$ cat config.mk
export PLATFORM = sky130hd
export DESIGN_NAME = riscv_ifetch
export DESIGN_NICKNAME = d
export VERILOG_FILES = /design/src/rtl/riscv_ifetch.sv
export SDC_FILE = /design/constraint.sdc
export NUM_CORES = 1
export LEC_CHECK = 0
export BUFFER_PORTS_ARGS = -buffer_cell sky130_fd_sc_hd__buf_2
export CAP_MARGIN = 20
export CORE_ASPECT_RATIO = 0.6
export CORE_UTILIZATION = 53
export DETAILED_ROUTE_END_ITERATION = 8
export PLACE_DENSITY_LB_ADDON = 0.08
export SYNTH_ARGS = -nofsm -noshare
export SYNTH_HDL_FRONTEND = slang
export SYNTH_SLANG_ARGS = --single-unit
$ cat constraint.sdc
create_clock -name clk -period 12.3 [get_ports clk]
set_clock_uncertainty 0.15 [all_clocks]
set_input_delay 1.845 -clock clk [delete_from_list [all_inputs] [get_ports clk]]
set_output_delay 1.845 -clock clk [all_outputs]
set_load 0.02 [all_outputs]
$ cat src/rtl/riscv_ifetch.sv
// riscv_ifetch -- instruction fetch front end.
//
// Issues one 32-bit fetch per accepted request at the address held in the
// external PC register. It tags each request with its PC and returns
// responses in order through a small FIFO to decode. A credit limit on
// (outstanding + buffered) <= DEPTH means that FIFO can never overflow.
//
// A redirect does three things:
//   - it flushes the FIFO;
//   - it blocks issue for that cycle;
//   - it marks every still-outstanding request as "discard", so the late
//     responses from the old path are dropped.
//
// Ports
//   clk, rstn                  clock, async active-low reset
//   pc_i / pc_next_o           PC register current value / next value
//   redirect_i, redirect_pc_i  single-cycle redirect and its target
//   imem_req_o, imem_addr_o    fetch request / address
//   imem_gnt_i                 request accepted this cycle
//   imem_rvalid_i, imem_rdata_i in-order fetch response
//   inst_valid_o, inst_ready_i decode handshake
//   inst_o, inst_pc_o          FIFO head instruction and its PC
//   misalign_o                 pc_i not word aligned; fetch stalls until redirect
module riscv_ifetch #(
    parameter int DEPTH = 2
) (
    input  logic        clk,
    input  logic        rstn,
    input  logic [63:0] pc_i,
    output logic [63:0] pc_next_o,
    input  logic        redirect_i,
    input  logic [63:0] redirect_pc_i,
    output logic        imem_req_o,
    output logic [63:0] imem_addr_o,
    input  logic        imem_gnt_i,
    input  logic        imem_rvalid_i,
    input  logic [31:0] imem_rdata_i,
    output logic        inst_valid_o,
    input  logic        inst_ready_i,
    output logic [31:0] inst_o,
    output logic [63:0] inst_pc_o,
    output logic        misalign_o
);

    localparam int CW = $clog2(DEPTH + 1);   // counter width
    localparam int PW = $clog2(DEPTH);       // pointer width

    typedef struct packed {
        logic [63:0] pc;
        logic [31:0] inst;
    } fetch_ent_t;

    // Tag queue: PCs of accepted requests awaiting their response.
    logic [DEPTH-1:0][63:0] tag_q;
    logic [PW-1:0]          tag_wr, tag_rd;
    logic [CW-1:0]          outst;

    // Response FIFO toward decode.
    fetch_ent_t [DEPTH-1:0] fifo_q;
    logic [PW-1:0]          f_wr, f_rd;
    logic [CW-1:0]          f_cnt;

    // Responses still to arrive that belong to a flushed path.
    logic [CW-1:0]          discard;

    logic pc_aligned, credit, accept, rsp_drop, push, pop;

    // Pointer increment that also works for non power-of-two DEPTH.
    function automatic logic [PW-1:0] ptr_inc(input logic [PW-1:0] p);
        return (p == PW'(DEPTH - 1)) ? '0 : p + 1'b1;
    endfunction

    // ------------------------------------------------------------------
    // Request side
    // ------------------------------------------------------------------
    assign pc_aligned  = (pc_i[1:0] == 2'b00);
    assign misalign_o  = ~pc_aligned;
    assign credit      = ((CW+1)'(outst) + (CW+1)'(f_cnt)) < (CW+1)'(DEPTH);
    assign imem_addr_o = pc_i;
    // rstn gating keeps the request low for the whole reset interval.
    assign imem_req_o  = rstn & ~redirect_i & pc_aligned & credit;
    assign accept      = imem_req_o & imem_gnt_i;

    always_comb begin
        pc_next_o = pc_i;
        if (redirect_i)
            pc_next_o = redirect_pc_i;
        else if (accept)
            pc_next_o = pc_i + 64'd4;
    end

    // ------------------------------------------------------------------
    // Response side
    // ------------------------------------------------------------------
    // A response in the redirect cycle is from the old path too.
    assign rsp_drop = imem_rvalid_i & (redirect_i | (discard != '0));
    assign push     = imem_rvalid_i & ~rsp_drop;

    // Masking with redirect_i stops decode from taking a wrong-path
    // instruction in the cycle the flush is requested.
    assign inst_valid_o = (f_cnt != '0) & ~redirect_i;
    assign pop          = inst_valid_o & inst_ready_i;
    assign inst_o       = fifo_q[f_rd].inst;
    assign inst_pc_o    = fifo_q[f_rd].pc;

    // Tag queue and outstanding count. A redirect does not touch it:
    // dropped responses still retire their tag in order.
    always_ff @(posedge clk or negedge rstn) begin
        if (!rstn) begin
            tag_q  <= '0;
            tag_wr <= '0;
            tag_rd <= '0;
            outst  <= '0;
        end else begin
            if (accept) begin
                tag_q[tag_wr] <= pc_i;
                tag_wr        <= ptr_inc(tag_wr);
            end
            if (imem_rvalid_i)
                tag_rd <= ptr_inc(tag_rd);
            case ({accept, imem_rvalid_i})
                2'b10:   outst <= outst + CW'(1);
                2'b01:   outst <= outst - CW'(1);
                default: outst <= outst;
            endcase
        end
    end

    // Discard counter. On redirect, every request not answered this cycle
    // is stale. This also covers a redirect while already discarding.
    always_ff @(posedge clk or negedge rstn) begin
        if (!rstn)
            discard <= '0;
        else if (redirect_i)
            discard <= outst - CW'(imem_rvalid_i);
        else if (imem_rvalid_i && discard != '0)
            discard <= discard - CW'(1);
    end

    // Response FIFO. Push and pop in the same cycle leave the count alone,
    // including when the FIFO is full.
    always_ff @(posedge clk or negedge rstn) begin
        if (!rstn) begin
            fifo_q <= '0;
            f_wr   <= '0;
            f_rd   <= '0;
            f_cnt  <= '0;
        end else if (redirect_i) begin
            f_wr  <= '0;
            f_rd  <= '0;
            f_cnt <= '0;
        end else begin
            if (push) begin
                fifo_q[f_wr] <= '{pc: tag_q[tag_rd], inst: imem_rdata_i};
                f_wr         <= ptr_inc(f_wr);
            end
            if (pop)
                f_rd <= ptr_inc(f_rd);
            case ({push, pop})
                2'b10:   f_cnt <= f_cnt + CW'(1);
                2'b01:   f_cnt <= f_cnt - CW'(1);
                default: f_cnt <= f_cnt;
            endcase
        end
    end

endmodule

==> metrics.cfg <==
[sta]
post-route-period-util_pct=60.0
slew_viol_final=0
rsz0062_at_grt=false
slew_headroom_pct=27.8
setup_violations=0
fin_setup_tns_ns=0
hold_violations=0
fmax_ghz=0.136
tightest_slew_ns=1.08
fin_crit_ns=7.38

[setup_path]
slowest_stage=or4_1
end_kind=output pin
cp_cell_sequence=buf_8 -> or4b_4 -> or4_1 -> or2_1 -> or4_1 -> a31oi_1 -> buf_2
cp.required_ns=10.30
critPathMostFrequentCell=or4_1
setup.worst_path.start_class=input port
cp_top_family=simple AND/OR/NAND/NOR gates
path_max_fanout=83
critPathMaxStageDelay_ns=0.86
crit_type=in -> out
cp_num_buf_inv=2
crit_arrival_ns=5.38

[place]
place_inst=2170
place_area_sq_um=18200
hpwl_um=28400
numPortBuffers=392
gp_congestion=0.870

[clock_network]
root_buffer=clkbuf_16
clk_latency_ns=0.57
holdBufCountCts=0
htree_levels=1
cts_buffer_depth=3
path_clk_slew_ns=0.06
cts_setup_buffers=0
numCtsBuffers=31
clock-sinks=330
ctsResizeCount=0
cts_tree=built

[logic_synthesis]
synth.cell_area_sq_um=16400
synth_compound_area_share_pct=7.72
syn_nets=1690
synth_cells=1519
syn-mean-instance-area_sq_um=10.8
synthMuxAreaShare_pct=22.6
synthXorXnorAreaFrac_pct=2.40
synth-simple-area-share_pct=11.0
postSynthRegisterBits=330
synthDistinctLibCells=42
synth_top_family_by_area=multiplexers
yosys_warnings=0
yosysSeqAreaShare_pct=50.2
yosys.area_share.adder_pct=0.426

[pwr]
totalPowerFinal_mw=4.09
power_density_nw_per_um2=213
irDropWorstVdd_v=0.000134
p_leak_nw=9.15

[final_layout]
num-fill-cells=2482
fin_area_sq_um=19200
final_cell_mix=buf_2, dfrtp_1, mux2_2
area_growth_pct=16.9
post-route-util_pct=63.6
layout_commonest_cell=buf_2
antennaDiodeCount=0
layout-drive-gt1-share_pct=40.7
instances_no_fill=2225
fin_nets=1967

[floorplanning]
initial_core_util_pct=54.4
die_w_um=229
io_pins=393
coreArea_sq_um=30200
rows=49
die-height_um=138
die-area_sq_um=31800

[grt]
grt_max_degree=95
overflow=0
grt_pass1_wl_um=66600
grtUsageTotal_pct=26.4
antenna_found_initial=0
first_global_vias=12000

[route]
via_count=12400
ant_nets=0
vias_per_cell=5.57
drcViolationCount=0
avgRoutedWirePerCell_um=18.9
drt_wl_total_um=42000
drtIter0Drc=1018
dr.pass1.iters=5

[outcome]
status=finished clean

[job]
maxCapViolations=0

[min_path]
hold_path.class=reg -> reg

## worst paths after layout
check | start | to | slack [ns] | cells past startpoint
max | rstn | pc_next_o[62] | 4.92 | 7
min | fifo_q[184]$_DFFE_PN0P_ | fifo_q[184]$_DFFE_PN0P_ | 0.32 | 2
max reg2reg | f_cnt[0]$_DFFE_PN0P_ | tag_q[32]$_DFFE_PN0P_ | 8.83 | 6
min reg2reg | fifo_q[184]$_DFFE_PN0P_ | fifo_q[184]$_DFFE_PN0P_ | 0.32 | 2
max in group asynchronous | rstn | fifo_q[8]$_DFFE_PN0P_ | 9.02 | 3
min in group asynchronous | rstn | fifo_q[126]$_DFFE_PN0P_ | 1.10 | 1
## registers in the layout, indices dropped and copies added, names as in the netlist, 2 cells and up
name / cells
fifo_q: 192
tag_q: 128
outst: 2
f_cnt: 2
discard: 2
## kinds of logic after synthesis
group | Yosys count
flops | 330
mux | 338
simple gates | 386
compound gates | 236
xor+xnor | 45
fa+ha+maj | 5
buf+inv | 179
## area by class of cell
| cell class | count | area, sq um | share of cell area [%] |
|---|---|---|---|
| Tap cell | 408 | 510 | 2.66 |
| Timing Repair Buffer | 408 | 2110 | 11.0 |
| Clock inverter | 10 | 104 | 0.540 |
| Clock buffer | 44 | 895 | 4.65 |
| Inverter | 15 | 56.3 | 0.293 |
| Sequential cell | 330 | 8270 | 43.0 |
| Multi-Input combinational cell | 1010 | 7280 | 37.9 |
## synthesized netlist by cell type
cell / n / share of area, %
dfrtp_1: 330 / 50
mux2_2: 271 / 19
nand2_1: 146 / 3.3
o21ai_0: 124 / 3.8
nor2_1: 104 / 2.4
clkbuf_1: 88 / 2.0
a21oi_1: 67 / 2.0
mux2i_1: 67 / 4.1
buf_4: 64 / 2.9
xnor2_1: 35 / 1.9
nand3_1: 24 / 0.73
a31oi_1: 23 / 0.88
or4_1: 22 / 1.0
nand4_1: 18 / 0.68
o31ai_1: 17 / 0.78
nor4_1: 16 / 0.61
nor3_1: 15 / 0.46
inv_1: 14 / 0.32
xor2_1: 10 / 0.53
and3_1: 9 / 0.34
buf_1: 9 / 0.21
and2_1: 8 / 0.30
or3_1: 7 / 0.27
ha_1: 4 / 0.30
or2_2: 4 / 0.15
and4_1: 3 / 0.16
nand2b_1: 3 / 0.11
buf_6: 2 / 0.14
nor4b_1: 2 / 0.11
a211o_1: 1 / 0.053
a211oi_1: 1 / 0.046
a21boi_0: 1 / 0.046
a31o_2: 1 / 0.053
and3b_1: 1 / 0.053
clkbuf_2: 1 / 0.030
clkinv_1: 1 / 0.023
fa_1: 1 / 0.12
o31a_1: 1 / 0.053
or2_1: 1 / 0.038
or3_4: 1 / 0.068
or4_4: 1 / 0.068
or4b_4: 1 / 0.084
## worst min-delay path, cell delays in order (launching register included)
cell and delay, ns:
dfrtp_1 0.34, nand2_1 0.04, o21ai_0 0.06
## metrics by stage
step	setup WS (ns)	hold WS (ns)
3_3_place_gp	5.00	0.306
2_1_floorplan	5.91	0.294
4_1_cts	4.95	0.330
3_5_place_dp	4.95	0.315
6_report	4.92	0.324
5_1_grt	4.81	0.353
## per-layer routing
| layer | up-vias | share of wire, % | global-route usage [%] |
|---|---|---|---|
| met4 | 0 | 1.6 | 5.40 |
| met1 | 6155 | 47 | 38.3 |
| li1 | 5847 | - | - |
| met3 | 52 | 5.4 | 4.68 |
| met5 | - | 0 | 0 |
| met2 | 337 | 46 | 41.5 |
## report_power, final
| part | total, mW | switching, mW | internal (mW) | leakage (nW) |
|---|---|---|---|---|
| Combinational | 1.44 | 0.788 | 0.651 | 4.36 |
| Clock | 0.948 | 0.404 | 0.544 | 0.500 |
| Sequential | 1.70 | 0.219 | 1.48 | 4.29 |
| Total | 4.09 | 1.41 | 2.68 | 9.15 |
No activity file was read; power rests on OpenSTA's default activity.
